[src/rtl/veggie_physics.sv]
// veggie_physics
//   Per-frame motion controller for one veggie. Launches it from the bottom
//   edge, moves it under integer gravity and accepts one slice. After the slice
//   it drives two half-sprites apart. Feeds the top/bottom split_sprite pair.
//
//   Optional feature (macro VEGGIE_RELAUNCH_EN): when defined, leaving flight
//   arms a frame counter and the veggie relaunches itself after RELAUNCH_FR
//   frame ticks. When undefined, GONE waits for launch_in only.
//
// Ports
//   pixel_clk_in     pixel clock
//   rst_in           synchronous active-high reset
//   hcount_in        raster x (11b)
//   vcount_in        raster y (10b)
//   launch_in        1-cycle pulse: start a flight
//   launch_x_in      launch column (11b)
//   launch_vx_in     signed horizontal speed, px/frame (6b)
//   slice_in         1-cycle pulse: blade crossed the veggie
//   slice_run_in     slice line run (11b)
//   slice_rise_in    slice line rise (10b)
//   top_x_out        top-half x (equals bot_x_out before split)
//   bot_x_out        bottom-half x
//   y_out            y shared by both halves
//   split_out        slice latched
//   run_out          latched run, never 0
//   rise_out         latched rise
//   veggie_gone_out  veggie not displayable
//   busy_out         flying or split
module veggie_physics #(
  parameter int SCREEN_W    = 1280,
  parameter int SCREEN_H    = 720,
  parameter int LAUNCH_VY   = 24,
  parameter int GRAV_DIV    = 2,
  parameter int SEP_VX      = 2,
  parameter int RELAUNCH_FR = 60
) (
  input  logic        pixel_clk_in,
  input  logic        rst_in,
  input  logic [10:0] hcount_in,
  input  logic [9:0]  vcount_in,
  input  logic        launch_in,
  input  logic [10:0] launch_x_in,
  input  logic [5:0]  launch_vx_in,
  input  logic        slice_in,
  input  logic [10:0] slice_run_in,
  input  logic [9:0]  slice_rise_in,
  output logic [10:0] top_x_out,
  output logic [10:0] bot_x_out,
  output logic [9:0]  y_out,
  output logic        split_out,
  output logic [10:0] run_out,
  output logic [9:0]  rise_out,
  output logic        veggie_gone_out,
  output logic        busy_out
);

  localparam logic signed [12:0] W13  = 13'(SCREEN_W);
  localparam logic signed [12:0] H13  = 13'(SCREEN_H);
  localparam logic signed [12:0] SEP  = 13'(SEP_VX);
  localparam logic signed [7:0]  VY0  = 8'(-LAUNCH_VY);
  localparam logic [3:0]         GC_TOP = 4'(GRAV_DIV - 1);

  typedef enum logic [1:0] {GONE, FLY, SPLIT} state_t;

  state_t             state;
  logic signed [12:0] tx, bx, y;
  logic signed [7:0]  vx, vy;
  logic [3:0]         gc;

  logic               tick;
  logic               do_launch;
  logic signed [12:0] tx_nx, bx_nx, y_nx, sep;
  logic signed [7:0]  vy_nx;
  logic [3:0]         gc_nx;
  logic               exit_nx;

  function automatic logic off_screen(input logic signed [12:0] x);
    return (x < 13'sd0) || (x >= W13);
  endfunction

  // First blanking line, first pixel: one pulse per frame.
  assign tick = (hcount_in == 11'd0) && (vcount_in == 10'(SCREEN_H));

`ifdef VEGGIE_RELAUNCH_EN
  localparam int RW = $clog2(RELAUNCH_FR + 1);
  logic [RW-1:0] relaunch_cnt;
  // Counter value 1 on a tick means RELAUNCH_FR ticks have now elapsed.
  assign do_launch = launch_in || (tick && (relaunch_cnt == RW'(1)));
`else
  assign do_launch = launch_in;
`endif

  // Next-frame kinematics, used only when a tick lands in FLY/SPLIT.
  always_comb begin
    sep   = (state == SPLIT) ? SEP : 13'sd0;
    tx_nx = tx + 13'(vx) - sep;
    bx_nx = bx + 13'(vx) + sep;
    y_nx  = y + 13'(vy);
    if (gc == GC_TOP) begin
      vy_nx = vy + 8'sd1;
      gc_nx = 4'd0;
    end else begin
      vy_nx = vy;
      gc_nx = gc + 4'd1;
    end
    // Before the split both halves share one x, so bx alone decides.
    exit_nx = ((vy_nx > 8'sd0) && (y_nx >= H13)) ||
              (off_screen(bx_nx) && ((state != SPLIT) || off_screen(tx_nx)));
  end

  // Frame state register stage
  always_ff @(posedge pixel_clk_in) begin
    if (rst_in) begin
      state           <= GONE;
      tx              <= '0;
      bx              <= '0;
      y               <= '0;
      vx              <= '0;
      vy              <= '0;
      gc              <= '0;
      split_out       <= 1'b0;
      run_out         <= 11'd1;
      rise_out        <= '0;
      veggie_gone_out <= 1'b1;
      busy_out        <= 1'b0;
`ifdef VEGGIE_RELAUNCH_EN
      relaunch_cnt    <= '0;
`endif
    end else begin
      case (state)
        GONE: begin
          if (do_launch) begin
            state           <= FLY;
            tx              <= 13'(launch_x_in);
            bx              <= 13'(launch_x_in);
            y               <= H13;
            vx              <= 8'(signed'(launch_vx_in));
            vy              <= VY0;
            gc              <= '0;
            split_out       <= 1'b0;
            veggie_gone_out <= 1'b0;
            busy_out        <= 1'b1;
`ifdef VEGGIE_RELAUNCH_EN
            relaunch_cnt    <= '0;
          end else if (tick && (relaunch_cnt != '0)) begin
            relaunch_cnt    <= relaunch_cnt - RW'(1);
`endif
          end
        end
        FLY, SPLIT: begin
          if (tick) begin
            tx <= tx_nx;
            bx <= bx_nx;
            y  <= y_nx;
            vy <= vy_nx;
            gc <= gc_nx;
            if (exit_nx) begin
              state           <= GONE;
              veggie_gone_out <= 1'b1;
              busy_out        <= 1'b0;
`ifdef VEGGIE_RELAUNCH_EN
              relaunch_cnt    <= RW'(RELAUNCH_FR);
`endif
            end
          end
          // A slice on the exit tick is lost; otherwise it splits from the next tick.
          if ((state == FLY) && slice_in && !(tick && exit_nx)) begin
            state     <= SPLIT;
            split_out <= 1'b1;
            run_out   <= (slice_run_in == 11'd0) ? 11'd1 : slice_run_in;
            rise_out  <= slice_rise_in;
          end
        end
        default: state <= GONE;
      endcase
    end
  end

  assign top_x_out = tx[10:0];
  assign bot_x_out = bx[10:0];
  assign y_out     = y[9:0];

endmodule

[config.mk]
export PLATFORM = sky130hd
export DESIGN_NAME = veggie_physics
export DESIGN_NICKNAME = d
export VERILOG_FILES = /design/src/rtl/veggie_physics.sv
export SDC_FILE = /design/constraint.sdc
export NUM_CORES = 1
export LEC_CHECK = 0
export ABC_CLOCK_PERIOD_IN_PS = 3800
export BUFFER_PORTS_ARGS = -buffer_cell sky130_fd_sc_hd__buf_2
export CAP_MARGIN = 5
export CORE_ASPECT_RATIO = 0.5
export CORE_MARGIN = 1
export CORE_UTILIZATION = 52
export CTS_CLUSTER_DIAMETER = 60
export DETAILED_ROUTE_END_ITERATION = 12
export PLACE_DENSITY = 0.84
export SLEW_MARGIN = 20
export SYNTH_ARGS = -nofsm -noshare
export SYNTH_HDL_FRONTEND = slang
export SYNTH_SLANG_ARGS = --single-unit
[constraint.sdc]
create_clock -name pixel_clk_in -period 3.8 [get_ports pixel_clk_in]
set_clock_uncertainty 0.1 [all_clocks]
set_input_delay 0.76 -clock pixel_clk_in [delete_from_list [all_inputs] [get_ports pixel_clk_in]]
set_output_delay 0.76 -clock pixel_clk_in [all_outputs]
set_load 0.02 [all_outputs]
==> impl_metrics.toml <==
[finish]
final_nets = 948
area_delta_synth_final_pct = 15.08
diodes = 0
drive_above_1_share_pct = 21.39
final_cell_mix = "118 x buf_2, 105 x nand2_1, 81 x dfxtp_1"
final_core_util_pct = 61.64
final_area_um2 = 6809
final_cells = 968
final_common_cell = "buf_2"

[global_route]
first_global_vias = 5091
grt_max_degree = 65
grt_pass1_wl_mm = 23.18
antenna_found_initial = 0
gr-total-overflow = 0
track_usage_pct = 24.40

[placed_design]
place_inst = 947
io_buffers = 118
dpl_worst_slack_ns = 0.003120
post_dp_cell_area_um2 = 6402
hpwl_mm = 10.57
gp_congestion = 0.9326

[run_status]
status = "finished, final reports clean"

[pwr]
cellPowerDensity_nw_per_um2 = 486.1
switching_share_pct = 39.75
p_switching_uw = 1316
pwr-share-comb_pct = 42.4
peakVddDrop_mv = 0.2200
p_clk_share_pct = 26.2
power_frac_seq_pct = 31.4
p_leak_uw = 0.003075
power.internal_uw = 1994

[sta]
finalWorstSetupSlack_ns = 0.1501
max_slew.worst_pin.slew_ns = 0.9889
setup_viol = 0
period_share_pct = 96.05
fmax_mhz = 274.0
hold_violations = 0
slew_viol_final = 0
slew_headroom_pct = 33.66
min_period_ns = 3.650

[worst_hold_path]
holdCritPathClass = "reg2reg"
hold_depth = 2

[synthesis]
seq_area_frac_synth_pct = 28.08
synth_edf_count = 0
synthArstFlopShare_pct = 0
synth_nets = 865
yosysWarnings = 0
avgSynthCellArea_um2 = 8.050
synth.distinct_cells = 73
synth_flop_cell = "dfxtp_1"
synth_cells = 735
netlist_area_um2 = 5917
ys_ff_latch = 83

[floorplanning]
start_util_pct = 53.56
die_area_um2 = 11840
fp.dieH_um = 77.43
core_um2 = 11050
rows = 27
io_pins = 119
die_x_um = 152.9

[critical_path]
cp.arrival_ns = 3.83
path_class = "reg2reg"
worstPathMaxFanout = 5
cp_cell_sequence = "inv_2, ha_4, fa_1, ha_2, fa_2, a21o_1, a21oi_2, nor3_1, o22ai_1, xnor2_1, nor2_1, a2bb2oi_1, buf_4, nor3_4, clkbuf_16, mux2i_1"
slowest_delay_ns = 0.44
start_kind = "register"
endpoint_kind = "register"
crit_slowest_cell = "fa_1"
worstPathRequired_ns = 3.98
reg2reg_depth = 16

[clocking]
cts_hold_buffers = 0
cts_tree = "done"
cts_root_buf = "clkbuf_16"
clock_insertion_delay_worst_skew_ns = 0.35
cts_sinks = 83
htreeDepth = 3
clk_pin_slew_ns = 0.07
cts_buffers = 9
clock_path_buffers = 2

[drt]
wl_met1_mm = 6.599
met2RoutedLength_mm = 6.842
vias = 5485
wl_met3_um = 894
ant_nets = 0
vias_per_cell = 5.666
wl_per_cell_um = 15.01
highest_layer = "met4"
remaining_drc_errors = 0
first_pass_iters = 5
drt-initial-drc-count = 433
routed_wirelength_mm = 14.53

[job]
cap_violations = 0
-- cell usage after synthesis (all sizes together), types with 8 or more instances --
master | number | area, µm²
a22oi | 8 | 60.06
xnor2 | 23 | 201.4
clkbuf | 20 | 75.07
xor2 | 13 | 113.9
inv | 47 | 176.4
a31oi | 14 | 93.84
nand2 | 105 | 394.1
o21ai | 27 | 135.1
dfxtp | 83 | 1662
ha | 63 | 788.3
buf | 40 | 294.0
nor2 | 51 | 191.4
mux2i | 23 | 230.2
nor3 | 18 | 101.4
a21oi | 70 | 354.1
nand3 | 15 | 75.07
-- through the flow --
step / hold slack (ns) / total power (µW) / setup TNS (ns)
after floorplan: 0.3435 / 2127 / 0
after global placement: 0.3393 / 2364 / 0
after detailed placement: 0.3445 / 2404 / 0
after CTS: 0.3598 / 3281 / 0
after global routing: 0.3802 / 3513 / -0.09067
final: 0.3581 / 3310 / 0
-- cell families (layout without fill, tap and decap cells) --
logic type      Yosys count  after routing  share of synthesized area [%]
buf+inv                 108            196                          9.283
mux                      25             25                          4.271
fa+ha+maj                67             67                          14.68
flops                    83             83                          28.08
xor+xnor                 37             37                          5.731
compound gates          176            176                          18.71
simple gates            239            239                          19.24
-- worst max-delay path, delay by kind of cell (launching register included) --
family	cells	cell delay, ns
fa+ha+maj	4	1.23
compound gates	4	0.60
simple gates	3	0.53
buf+inv	3	0.48
flops	1	0.37
mux	1	0.19
xor+xnor	1	0.11
-- power groups by stage --
| stage | combinational, µW | clock [µW] | sequential [µW] |
|---|---|---|---|
| after detailed placement | 1350 | 0 | 1050 |
| after global routing | 1550 | 916 | 1050 |
| final | 1400 | 867 | 1040 |
| after global placement | 1310 | 0 | 1050 |
| after floorplan | 1060 | 0 | 1060 |
| after CTS | 1360 | 885 | 1040 |
-- sequential cells by signal, indices dropped and copies added, names as in the netlist --
signal,cells
state,2
rise_out,10
busy_out,1
gc,4
tx,13
bx,13
vy,8
run_out,11
vx,6
split_out,1
y,13
veggie_gone_out,1
-- routing by layer --
metal | track usage, % | vias up
met2 | 42.20 | 176
met5 | 0 | -
met3 | 6.369 | 23
met4 | 7.576 | 0
li1 | - | 2717
met1 | 29.84 | 2569
-- path summary, 6_finish.rpt --
kind                                            endpoint  slack [ns]                startpoint
worst max register to register   run_out[0]$_SDFFE_PP1P_        0.15     state[0]$_SDFFE_PP0P_
worst min register to register  rise_out[2]$_SDFFE_PP0P_        0.36  rise_out[2]$_SDFFE_PP0P_
worst min-delay path            rise_out[2]$_SDFFE_PP0P_        0.36  rise_out[2]$_SDFFE_PP0P_
worst max-delay path             run_out[0]$_SDFFE_PP1P_        0.15     state[0]$_SDFFE_PP0P_
-- area by class of cell --
cell class	count	area (µm²)
Inverter	48	180.2
Sequential cell	83	1667
Tap cell	145	181.4
Timing Repair Buffer	132	747.0
Multi-Input combinational cell	544	3745
Clock buffer	9	225.2
Fill cell	931	4238
Clock inverter	7	63.81
-- timing repair --
item | 4_1_cts | 5_1_grt
resized for setup | 1 | 12
buffers inserted | 0 | 2
gates cloned | 0 | 3
pin swaps | 0 | 6
endpoints found under the setup margin | 7 | 26
No activity file was read; power rests on OpenSTA's default activity.
